## config.mk

```make
export PLATFORM = sky130hd
export DESIGN_NAME = fp_to_fixed_pipe
export DESIGN_NICKNAME = d
export VERILOG_FILES = /design/src/rtl/fp_conv_pkg.sv /design/src/rtl/fp_align_shift.sv /design/src/rtl/fp_to_fixed_pipe.sv
export SDC_FILE = /design/constraint.sdc
export NUM_CORES = 1
export LEC_CHECK = 0
export CAP_MARGIN = 20
export CORE_AREA = 2 2 180 94
export CTS_BUF_LIST = sky130_fd_sc_hd__clkbuf_2 sky130_fd_sc_hd__clkbuf_4 sky130_fd_sc_hd__clkbuf_8
export DETAILED_ROUTE_END_ITERATION = 7
export DIE_AREA = 0 0 182 96
export PLACE_DENSITY = 0.79
export SETUP_SLACK_MARGIN = 0.02
export SYNTH_ARGS = -nofsm -noshare
export SYNTH_HDL_FRONTEND = slang
export SYNTH_HIERARCHICAL = 1
export SYNTH_SLANG_ARGS = --single-unit
```

## constraint.sdc

```tcl
create_clock -name clk -period 14.4 [get_ports clk]
set_clock_uncertainty 0.05 [all_clocks]
set_input_delay 2.88 -clock clk [delete_from_list [all_inputs] [get_ports clk]]
set_output_delay 2.88 -clock clk [all_outputs]
set_load 0.02 [all_outputs]
```

## src/rtl/fp_conv_pkg.sv

```systemverilog
// Shared IEEE-754 single-precision constants and operand classification
// for the float-to-fixed conversion path.
package fp_conv_pkg;

  localparam int FP_BIAS   = 127;
  localparam int FP_MANT_W = 23;
  localparam int FP_EXP_W  = 8;

  typedef enum logic [1:0] {
    ZERO = 2'd0,
    NORM = 2'd1,
    INF  = 2'd2,
    NAN  = 2'd3
  } fp_class_t;

  // Denormals are flushed to zero; an all-ones exponent splits on the mantissa.
  function automatic fp_class_t fp_classify(input logic [FP_EXP_W-1:0]  exp_f,
                                            input logic [FP_MANT_W-1:0] mant_f);
    fp_class_t cls;
    if (exp_f == {FP_EXP_W{1'b0}}) begin
      cls = ZERO;
    end else if (exp_f == {FP_EXP_W{1'b1}}) begin
      cls = (mant_f != {FP_MANT_W{1'b0}}) ? NAN : INF;
    end else begin
      cls = NORM;
    end
    return cls;
  endfunction

endpackage

```

## src/rtl/fp_align_shift.sv

```systemverilog
// Aligns the 24-bit significand to the output binary point and produces
// guard/sticky bits for rounding plus a flag for bits above the sign position.
module fp_align_shift
  import fp_conv_pkg::*;
#(
  parameter int OUT_W = 22
) (
  input  logic [FP_MANT_W:0]   i_sig,
  input  logic signed [9:0]    i_sh,
  output logic [OUT_W-1:0]     o_mag,
  output logic                 o_g,
  output logic                 o_s,
  output logic                 o_hi
);

  localparam int W = OUT_W + 24;

  logic [W-1:0] w_val;
  logic [48:0]  w_rs;
  logic [9:0]   w_rsh;

  // Left shifts at or beyond OUT_W always land above the sign bit, so they
  // skip the shifter and only mark the top bit.
  always_comb begin
    w_val = {W{1'b0}};
    w_rs  = 49'd0;
    o_g   = 1'b0;
    o_s   = 1'b0;
    w_rsh = 10'd0 - i_sh;
    if (i_sh >= 10'sd0) begin
      if (int'(i_sh) >= OUT_W) begin
        w_val[W-1] = |i_sig;
      end else begin
        w_val = W'(i_sig) << i_sh[5:0];
      end
    end else if (w_rsh >= 10'd25) begin
      o_s = |i_sig;
    end else begin
      w_rs  = {i_sig, 25'd0} >> w_rsh[4:0];
      w_val = W'(w_rs[48:25]);
      o_g   = w_rs[24];
      o_s   = |w_rs[23:0];
    end
  end

  assign o_mag = w_val[OUT_W-1:0];
  assign o_hi  = |w_val[W-1:OUT_W];

endmodule

```

## src/rtl/fp_to_fixed_pipe.sv

```systemverilog
// Three-stage IEEE-754 single to signed Q(OUT_W-FRAC_W).FRAC_W converter:
// unpack/classify, align, then round/negate/saturate into registered outputs.
module fp_to_fixed_pipe
  import fp_conv_pkg::*;
#(
  parameter int OUT_W      = 22,
  parameter int FRAC_W     = 20,
  parameter int ROUND_NEAR = 1
) (
  input  logic             clk,
  input  logic             rst_n,
  input  logic             clk_en,
  input  logic             in_valid,
  input  logic [31:0]      dataa,
  output logic             out_valid,
  output logic [OUT_W-1:0] result,
  output logic             ovf,
  output logic             nan
);

  localparam logic [OUT_W-1:0] MAX_POS = {1'b0, {(OUT_W-1){1'b1}}};
  localparam logic [OUT_W-1:0] MAX_NEG = {1'b1, {(OUT_W-1){1'b0}}};

  fp_class_t         w_class;
  logic signed [9:0] w_sh;

  logic              r1_valid, r1_sign;
  fp_class_t         r1_class;
  logic [FP_MANT_W:0] r1_sig;
  logic signed [9:0] r1_sh;

  logic [OUT_W-1:0]  w_mag;
  logic              w_g, w_s, w_hi;

  logic              r2_valid, r2_sign, r2_g, r2_s, r2_hi;
  fp_class_t         r2_class;
  logic [OUT_W-1:0]  r2_mag;

  logic              w_inc, w_over, w_pos_ovf, w_neg_ovf;
  logic [OUT_W:0]    w_sum;
  logic [OUT_W-1:0]  w_m, w_res;
  logic              w_ovf, w_nan;

  assign w_class = fp_classify(dataa[30:23], dataa[22:0]);
  assign w_sh    = $signed({2'b00, dataa[30:23]}) - 10'sd150 + 10'(FRAC_W);

  // S1: unpack and classify
  always_ff @(posedge clk or negedge rst_n) begin
    if (!rst_n) begin
      r1_valid <= 1'b0;
      r1_sign  <= 1'b0;
      r1_class <= ZERO;
      r1_sig   <= '0;
      r1_sh    <= 10'sd0;
    end else if (clk_en) begin
      r1_valid <= in_valid;
      r1_sign  <= dataa[31];
      r1_class <= w_class;
      r1_sig   <= {1'b1, dataa[22:0]};
      r1_sh    <= w_sh;
    end
  end

  fp_align_shift #(.OUT_W(OUT_W)) u_align (
    .i_sig (r1_sig),
    .i_sh  (r1_sh),
    .o_mag (w_mag),
    .o_g   (w_g),
    .o_s   (w_s),
    .o_hi  (w_hi)
  );

  // S2: aligned magnitude with guard/sticky
  always_ff @(posedge clk or negedge rst_n) begin
    if (!rst_n) begin
      r2_valid <= 1'b0;
      r2_sign  <= 1'b0;
      r2_class <= ZERO;
      r2_mag   <= '0;
      r2_g     <= 1'b0;
      r2_s     <= 1'b0;
      r2_hi    <= 1'b0;
    end else if (clk_en) begin
      r2_valid <= r1_valid;
      r2_sign  <= r1_sign;
      r2_class <= r1_class;
      r2_mag   <= w_mag;
      r2_g     <= w_g;
      r2_s     <= w_s;
      r2_hi    <= w_hi;
    end
  end

  // A magnitude of exactly 2^(OUT_W-1) still fits when negative, so overflow
  // is judged separately per sign after rounding.
  always_comb begin
    w_inc     = (ROUND_NEAR != 0) && r2_g && (r2_s || r2_mag[0]);
    w_sum     = {1'b0, r2_mag} + {{OUT_W{1'b0}}, w_inc};
    w_m       = w_sum[OUT_W-1:0];
    w_over    = r2_hi | w_sum[OUT_W];
    w_pos_ovf = w_over | w_m[OUT_W-1];
    w_neg_ovf = w_over | (w_m[OUT_W-1] & (|w_m[OUT_W-2:0]));
    w_res     = '0;
    w_ovf     = 1'b0;
    w_nan     = 1'b0;
    case (r2_class)
      NAN: begin
        w_nan = 1'b1;
      end
      INF: begin
        w_res = r2_sign ? MAX_NEG : MAX_POS;
        w_ovf = 1'b1;
      end
      NORM: begin
        if (r2_sign) begin
          w_res = w_neg_ovf ? MAX_NEG : (~w_m + {{(OUT_W-1){1'b0}}, 1'b1});
          w_ovf = w_neg_ovf;
        end else begin
          w_res = w_pos_ovf ? MAX_POS : w_m;
          w_ovf = w_pos_ovf;
        end
      end
      default: begin
        w_res = '0;
      end
    endcase
  end

  // S3: registered outputs; result and flags hold across bubbles
  always_ff @(posedge clk or negedge rst_n) begin
    if (!rst_n) begin
      out_valid <= 1'b0;
      result    <= '0;
      ovf       <= 1'b0;
      nan       <= 1'b0;
    end else if (clk_en) begin
      out_valid <= r2_valid;
      if (r2_valid) begin
        result <= w_res;
        ovf    <= w_ovf;
        nan    <= w_nan;
      end
    end
  end

endmodule

```

==> qor.txt, run 1 <==
Number of global-route vias before repair - 7924
CP top delay family - buffers and inverters
Top FF cell, synth - sky130_fd_sc_hd__dfrtp_1
Critical path data arrival time - 5290 ps
Wire length of the first global-routing pass - 45.2 mm
R2R Path End - r2_s$_DFFE_PN0P_
Cell repeated most along the worst path - sky130_fd_sc_hd__buf_4
Pin count of the biggest net entering global routing - 78
Worst r2r path cells - 12
Number of nets in the synthesized netlist - 1087
Part of the power in registers - 0.304
Count of boundary I/O pins - 61
Multi-input logic area - 6390 um2
Dominant cells by area after synthesis - sky130_fd_sc_hd__dfrtp_1 (25%), sky130_fd_sc_hd__mux4_2 (9.7%), sky130_fd_sc_hd__mux2_2 (9.3%), sky130_fd_sc_hd__mux2i_1 (5.4%), sky130_fd_sc_hd__nand2_1 (3.9%)
Portion of total power attributed to the clock network - 0.174
Die W - 182 um
Post-DRT Antenna Nets - 0
Result of the run - completed
Total area of sequential cells - 2310 um2
RSZ-0062 raised after global routing - no
Hold EP - result[15]$_DFFE_PN0P_
Tightest slew margin relative to the limit - 0.371
Number of antenna cells inserted - 0
CTS clk-pin slew, worst paths - 100 ps
Area of the core - 15900 um2
Critical Path Max Stage Delay - 700 ps
EDFF count, synth - 0
Gr usage total - 0.337
Net switching component of the power - 0.516 mW
Post-route total power - 1.13 mW
Share of the synthesized area in the top cell type - 0.249
Synth unique cells - 83
Ranking of synthesized cells by instance count - sky130_fd_sc_hd__nand2_1 (95), sky130_fd_sc_hd__dfrtp_1 (92), sky130_fd_sc_hd__nor2_1 (78)
Category of the worst setup path capture point - flip-flop
Min-Delay Path Class - reg -> reg
Number of buffer and inverter instances along the worst setup path - 3
Internal Dissipation - 0.617 mW
Gr ovfl total - 0
Post-route clock period utilization - 0.348
Via-per-instance ratio - 7.11
Number of violations reported at the end of detailed-routing iteration 0 - 1412
Leak pwr - 3.87 nW
Cell taking the most area after synthesis - sky130_fd_sc_hd__dfrtp_1
Synthesized area - 9240 um2
Count of synthesis-stage warnings from yosys - 6
Number of clock buffers inserted by TritonCTS - 9
Period minus WS final - 5010 ps
Combinational fraction of design power - 0.522
Register-to-register path setup slack - 9800 ps
Max_cap viols - 0
Sw Share - 0.455
Fraction of layout cells with a size suffix above 1 - 0.182
Register bit total from synthesis - 92
Final hold vios - 0
Vias after detailed routing - 8811
Area growth from synthesis to layout - 8.06%
Worst setup SP type - primary input
Port bufs - 60
Final slew viol count - 0
Peak VDD IR - 0.0952 mV
Maximum count of clock buffers along a single path - 2
CTS hold repair buffers - 0
Worst EP required - 14690 ps
Number of post-CTS setup repair buffers - 0
Part of the Yosys area used for sequential elements - 0.249
Number of search-and-repair iterations in the first detailed-routing pass - 6
DRC violation count after routing - 0
Worst-case hold slack - 441 ps
Depth of the CTS H-tree - 3
Min-Delay Path Depth - 2
Die Outline Area - 17500 um2
Power per unit of standard cell area - 113 nW/um2
Cells after Synth - 1040
Resize count post-CTS - 0
Worst flop-to-flop path startpoint - r1_sh[0]$_DFFE_PN0P_
Initial core utilization - 0.580
Routed wire length - 28.6 mm
Kind of critical path - in -> reg
Mapped Avg Cell Area - 8.89 um2
Actual transition at the worst max-transition pin - 943 ps
Fraction of registers with async set or reset after synthesis - 1.00
Number of rows created at floorplan - 33
Summed negative setup slack over all endpoints - 0 ps
Most common cell in the synthesized netlist - sky130_fd_sc_hd__nand2_1
CTS sink count - 92
Clock latency on the worst-skew pair - 400 ps
Maximum fanout count along the critical path - 77
Filler instances - 1366
Maximum frequency from static timing analysis - 200 MHz
Final HPWL from detailed placement - 21.2 mm
Initial antenna violation count - 0
Last weighted congestion value of the routability-driven placer - 1.01
Start point of the worst hold path - result[15]$_DFFE_PN0P_
Die height - 96 um
Clock tree from TritonCTS - done
Total setup violations reported at the end of the flow - 0
Slowest cell on crit path - sky130_fd_sc_hd__buf_4
CTS Root Buffer Type - sky130_fd_sc_hd__clkbuf_8
Series of cell instances along the critical path - buf_2 > buf_4 > nand2_1 > buf_4 > nor2_1 > o21ai_0 > a21oi_2 > a32o_1
Total Nets Final - 1072
Average routed wire per standard cell - 23.1 um
-- per-layer routing --
| metal | track usage | wire length, um |
|---|---|---|
| met2 | 0.424 | 10600 |
| met5 | 0 | 0 |
| met4 | 0.0444 | 176 |
| met1 | 0.521 | 12900 |
| met3 | 0.155 | 4960 |
-- cells by family after synthesis --
group	Yosys count	share of synthesized area
and+or+nand+nor	351	0.195
AOI/OAI and AO/OA	244	0.185
muxes	169	0.249
buffers and inverters	125	0.0615
DFF	92	0.249
xor gates and xnor gates	47	0.0445
adders and majority gates	12	0.0160
-- cell type report --
| class | instances | share of cell area |
|---|---|---|
| Inverter | 24 | 0.00902 |
| Tap cell | 210 | 0.0263 |
| Sequential cell | 92 | 0.231 |
| Clock inverter | 7 | 0.00915 |
| Clock buffer | 9 | 0.0124 |
| Timing Repair Buffer | 75 | 0.0727 |
| Multi-Input combinational cell | 823 | 0.640 |
-- cells in the final DEF, fill, tap and decap left out, types with 15 or more instances in the layout --
cell type                          n
sky130_fd_sc_hd__nand2_1          95
sky130_fd_sc_hd__nor3_1           29
sky130_fd_sc_hd__mux2_2           76
sky130_fd_sc_hd__nor2_1           78
sky130_fd_sc_hd__a21oi_1          40
sky130_fd_sc_hd__mux4_2           40
sky130_fd_sc_hd__mux2i_1          50
sky130_fd_sc_hd__xor2_1           15
sky130_fd_sc_hd__a22o_1           17
sky130_fd_sc_hd__nor4_1           22
sky130_fd_sc_hd__buf_4            15
sky130_fd_sc_hd__inv_1            24
sky130_fd_sc_hd__nand4_1          21
sky130_fd_sc_hd__o21ai_0          48
sky130_fd_sc_hd__dfrtp_1          89
sky130_fd_sc_hd__clkdlybuf4s50_1  58
sky130_fd_sc_hd__nand3_1          38
sky130_fd_sc_hd__a31oi_1          15
sky130_fd_sc_hd__xnor2_1          30
-- how the worst max path moves through the flow --
stage                               startpoint                     to  slack (ps)  cells past startpoint
after global placement                  clk_en  result[5]$_DFFE_PN0P_        9130                      8
after global routing                    clk_en  result[2]$_DFFE_PN0P_        9170                      8
final                                   clk_en  result[5]$_DFFE_PN0P_        9390                      8
after floorplan           r1_sh[0]$_DFFE_PN0P_       r2_s$_DFFE_PN0P_        9800                     18
after CTS                               clk_en  result[5]$_DFFE_PN0P_        9450                      8
after detailed placement                clk_en  result[5]$_DFFE_PN0P_        9050                      8
-- stage by stage --
step,area [um2],cells,worst slack [ps],utilization
after floorplan,9240,1040,9800,-
after global placement,9740,1223,9130,0.611
after detailed placement,9740,1223,9050,0.611
after CTS,9960,1239,9450,0.625
after global routing,9990,1240,9170,0.627
final,9990,1240,9390,0.627
-- state kept, by name (all words and copies together) (netlist names), 2 cells and up --
name / cells
r1_sig: 24
r2_mag: 22
result: 22
r1_sh: 10
r1_class: 2
r2_class: 2
-- worst min-delay path: cells and delay by family (launching register included) --
kind	cells	cell delay, ps
compound gates	1	50
flops	1	360
simple gates	1	60
-- power by group through the flow --
stage               sequential [mW]  clock, mW  combinational (mW)
floorplan                     0.326          0               0.423
global placement              0.343          0               0.557
detailed placement            0.345          0               0.562
CTS                           0.340      0.200               0.565
global route                  0.349      0.211               0.632
finish                        0.344      0.197               0.591
(Power assumes the default switching activity.)
==> run 2, diff against run 1 <==
CORE_AREA = 2 2 185 96   (was 2 2 180 94)
DIE_AREA = 0 0 187 98   (was 0 0 182 96)
clock period = 4.2 ns   (was 14.4 ns; I/O delays follow)
==> run 2 against run 1 <==
  * Power rose to 3.4 times the previous value
  * Routed wire length grew 3.6%
  * Sequential power grew to 3.4 times the previous value
  * Largest power group unchanged
==> qor.txt, run 2 (synthesis results as in run 1) <==
Result of the run - completed
Register-to-register path setup slack - 250 ps (-9550 ps)
Via-per-instance ratio - 7.03 (-1.1%)
Initial antenna violation count - 1 (+1)
Final hold vios - 0 (unchanged)
Clock latency on the worst-skew pair - 390 ps (about the same)
Number of global-route vias before repair - 8111 (+2.4%)
Tightest slew margin relative to the limit - 0.386 (+0.0146)
Filler instances - 1480 (+8.3%)
Die Outline Area - 18300 um2 (+4.9%)
Total Nets Final - 1084 (+1.1%)
Last weighted congestion value of the routability-driven placer - 1.01 (-0.17%)
Total setup violations reported at the end of the flow - 0 (unchanged)
Fraction of layout cells with a size suffix above 1 - 0.191 (+0.00943)
Fin area - 10100 um2 (+1.1%)
CTS sink count - 92 (unchanged)
Maximum frequency from static timing analysis - 253 MHz
Depth of the CTS H-tree - 3 (unchanged)
Kind of critical path - reg -> reg
Summed negative setup slack over all endpoints - 0 ps (unchanged)
Gr usage total - 0.328 (-0.00937)
Initial core utilization - 0.547 (-0.0326)
Post-route clock period utilization - 0.940
Worst-case hold slack - 313 ps (-128 ps)
Multi-input logic area - 6400 um2 (+0.18%)
Max_cap viols - 0 (unchanged)
Number of clock buffers inserted by TritonCTS - 9 (unchanged)
CTS Root Buffer Type - sky130_fd_sc_hd__clkbuf_8
Leak pwr - 3.92 nW (+1.5%)
Die height - 98 um (+2.1%)
Critical path data arrival time - 4220 ps (-1070 ps)
Area of the core - 16900 um2 (+6.0%)
Commonest cells after routing, fill and taps aside - sky130_fd_sc_hd__nand2_1 (95), sky130_fd_sc_hd__dfrtp_1 (89), sky130_fd_sc_hd__nor2_1 (78)
Dpl cell area - 9890 um2 (+1.5%)
Resize count post-CTS - 0 (unchanged)
Average routed wire per standard cell - 23.2 um (+0.65%)
Worst EP required - 4470 ps (-10220 ps)
Post-DRT Antenna Nets - 0 (unchanged)
Actual transition at the worst max-transition pin - 921 ps (-21.9 ps)
CTS hold repair buffers - 0 (unchanged)
Number of search-and-repair iterations in the first detailed-routing pass - 6 (unchanged)
Worst setup SP type - flip-flop
Category of the worst setup path capture point - flip-flop
Maximum fanout count along the critical path - 11 (-86%)
Area growth from synthesis to layout - 9.25%
Largest Register - r1_sig
Worst flop-to-flop path startpoint - r2_mag[0]$_DFFE_PN0P_
Pin count of the biggest net entering global routing - 78 (unchanged)
DRC violation count after routing - 0 (unchanged)
Total area of sequential cells - 2310 um2 (unchanged)
Min-Delay Path Class - in -> async
CTS clk-pin slew, worst paths - 100 ps (about the same)
Wire length of the first global-routing pass - 47.0 mm (+3.8%)
Maximum count of clock buffers along a single path - 2 (unchanged)
Timing startpoint of the critical path - r2_mag[0]$_DFFE_PN0P_
Vias after detailed routing - 8970 (+1.8%)
Max FFs per register - 24 (unchanged)
Number of violations reported at the end of detailed-routing iteration 0 - 1370 (-3.0%)
Count of boundary I/O pins - 61 (unchanged)
Number of post-CTS setup repair buffers - 0 (unchanged)
Leading registers by flop count - r1_sig: 24 flops, r2_mag: 22 flops, result: 22 flops
Gr ovfl total - 0 (unchanged)
Die W - 187 um (+2.7%)
Power per unit of standard cell area - 383 nW/um2 (+240%)
RSZ-0062 raised after global routing - no
Peak VDD IR - 0.241 mV (+150%)
Worst r2r path cells - 11 (-1)
Final slew viol count - 0 (unchanged)
Most frequent standard cell in the layout excluding fill and tap cells - sky130_fd_sc_hd__nand2_1
Number of antenna cells inserted - 0 (unchanged)
Routed wire length - 29.6 mm (+3.6%)
Clock tree from TritonCTS - done
Period minus WS final - 3950 ps
R2R Path End - result[14]$_DFFE_PN0P_
Port bufs - 60 (unchanged)
Number of rows created at floorplan - 34 (+3.0%)
Final HPWL from detailed placement - 22.0 mm (+3.6%)
## run 2: cell types whose count changed in the layout (fill, tap and decap cells not counted), sizes merged
cell      delta
buf         +12
inv          -3
clkbuf       +2
bufinv       -1
clkinvlp     -1
clkinv       +3
## run 2: report_power, final
part / internal, mW / total [mW] / switching (mW)
combinational: 0.863 / 2.11 / 1.24
sequential: 0.982 / 1.17 / 0.186
clock: 0.241 / 0.592 / 0.351
total: 2.09 / 3.87 / 1.78
## run 2: through the flow
step / util / setup WS (ps) / std cells / power, mW
global route: 0.598 / 45.8 / 1276 / 4.06
CTS: 0.596 / 462 / 1275 / 3.77
finish: 0.598 / 252 / 1276 / 3.87
detailed placement: 0.585 / 488 / 1259 / 3.17
floorplan: - / 34.1 / 1040 / 2.58
global placement: 0.585 / 485 / 1259 / 3.16
## run 2: layout make-up
type,count,share of cell area
clock buffer,11,0.0144
clock inverter,5,0.00359
inverter,24,0.00892
multi-input combinational,823,0.634
sequential,92,0.228
tap,234,0.0290
timing repair buffer,87,0.0820
## run 2: routing by layer
layer,vias to the layer above,share of wire,global-route usage
li1,3941,-,-
met1,4274,0.45,0.513
met2,705,0.35,0.394
met3,46,0.18,0.164
met4,4,0.011,0.0452
met5,-,0.0025,0.0231
## run 2: worst max-delay path, stage by stage (launching register included)
cell,delay (ps)
sky130_fd_sc_hd__dfrtp_1,390
sky130_fd_sc_hd__o21a_1,130
sky130_fd_sc_hd__ha_1,210
sky130_fd_sc_hd__ha_1,310
sky130_fd_sc_hd__nand4_1,500
sky130_fd_sc_hd__nor4_1,590
sky130_fd_sc_hd__xor2_1,200
sky130_fd_sc_hd__a31oi_1,630
sky130_fd_sc_hd__nand3_1,170
sky130_fd_sc_hd__xor2_1,180
sky130_fd_sc_hd__a22oi_1,340
sky130_fd_sc_hd__a22o_1,190
## run 2: how the worst max path moves through the flow
| stage | endpoint | slack [ps] | depth (start not counted) |
|---|---|---|---|
| finish | result[14]$_DFFE_PN0P_ | 250 | 11 |
| global route | result[13]$_DFFE_PN0P_ | 50 | 11 |
| CTS | result[14]$_DFFE_PN0P_ | 460 | 11 |
| detailed placement | result[14]$_DFFE_PN0P_ | 490 | 11 |
| global placement | result[15]$_DFFE_PN0P_ | 490 | 11 |
| floorplan | r2_s$_DFFE_PN0P_ | 30 | 17 |
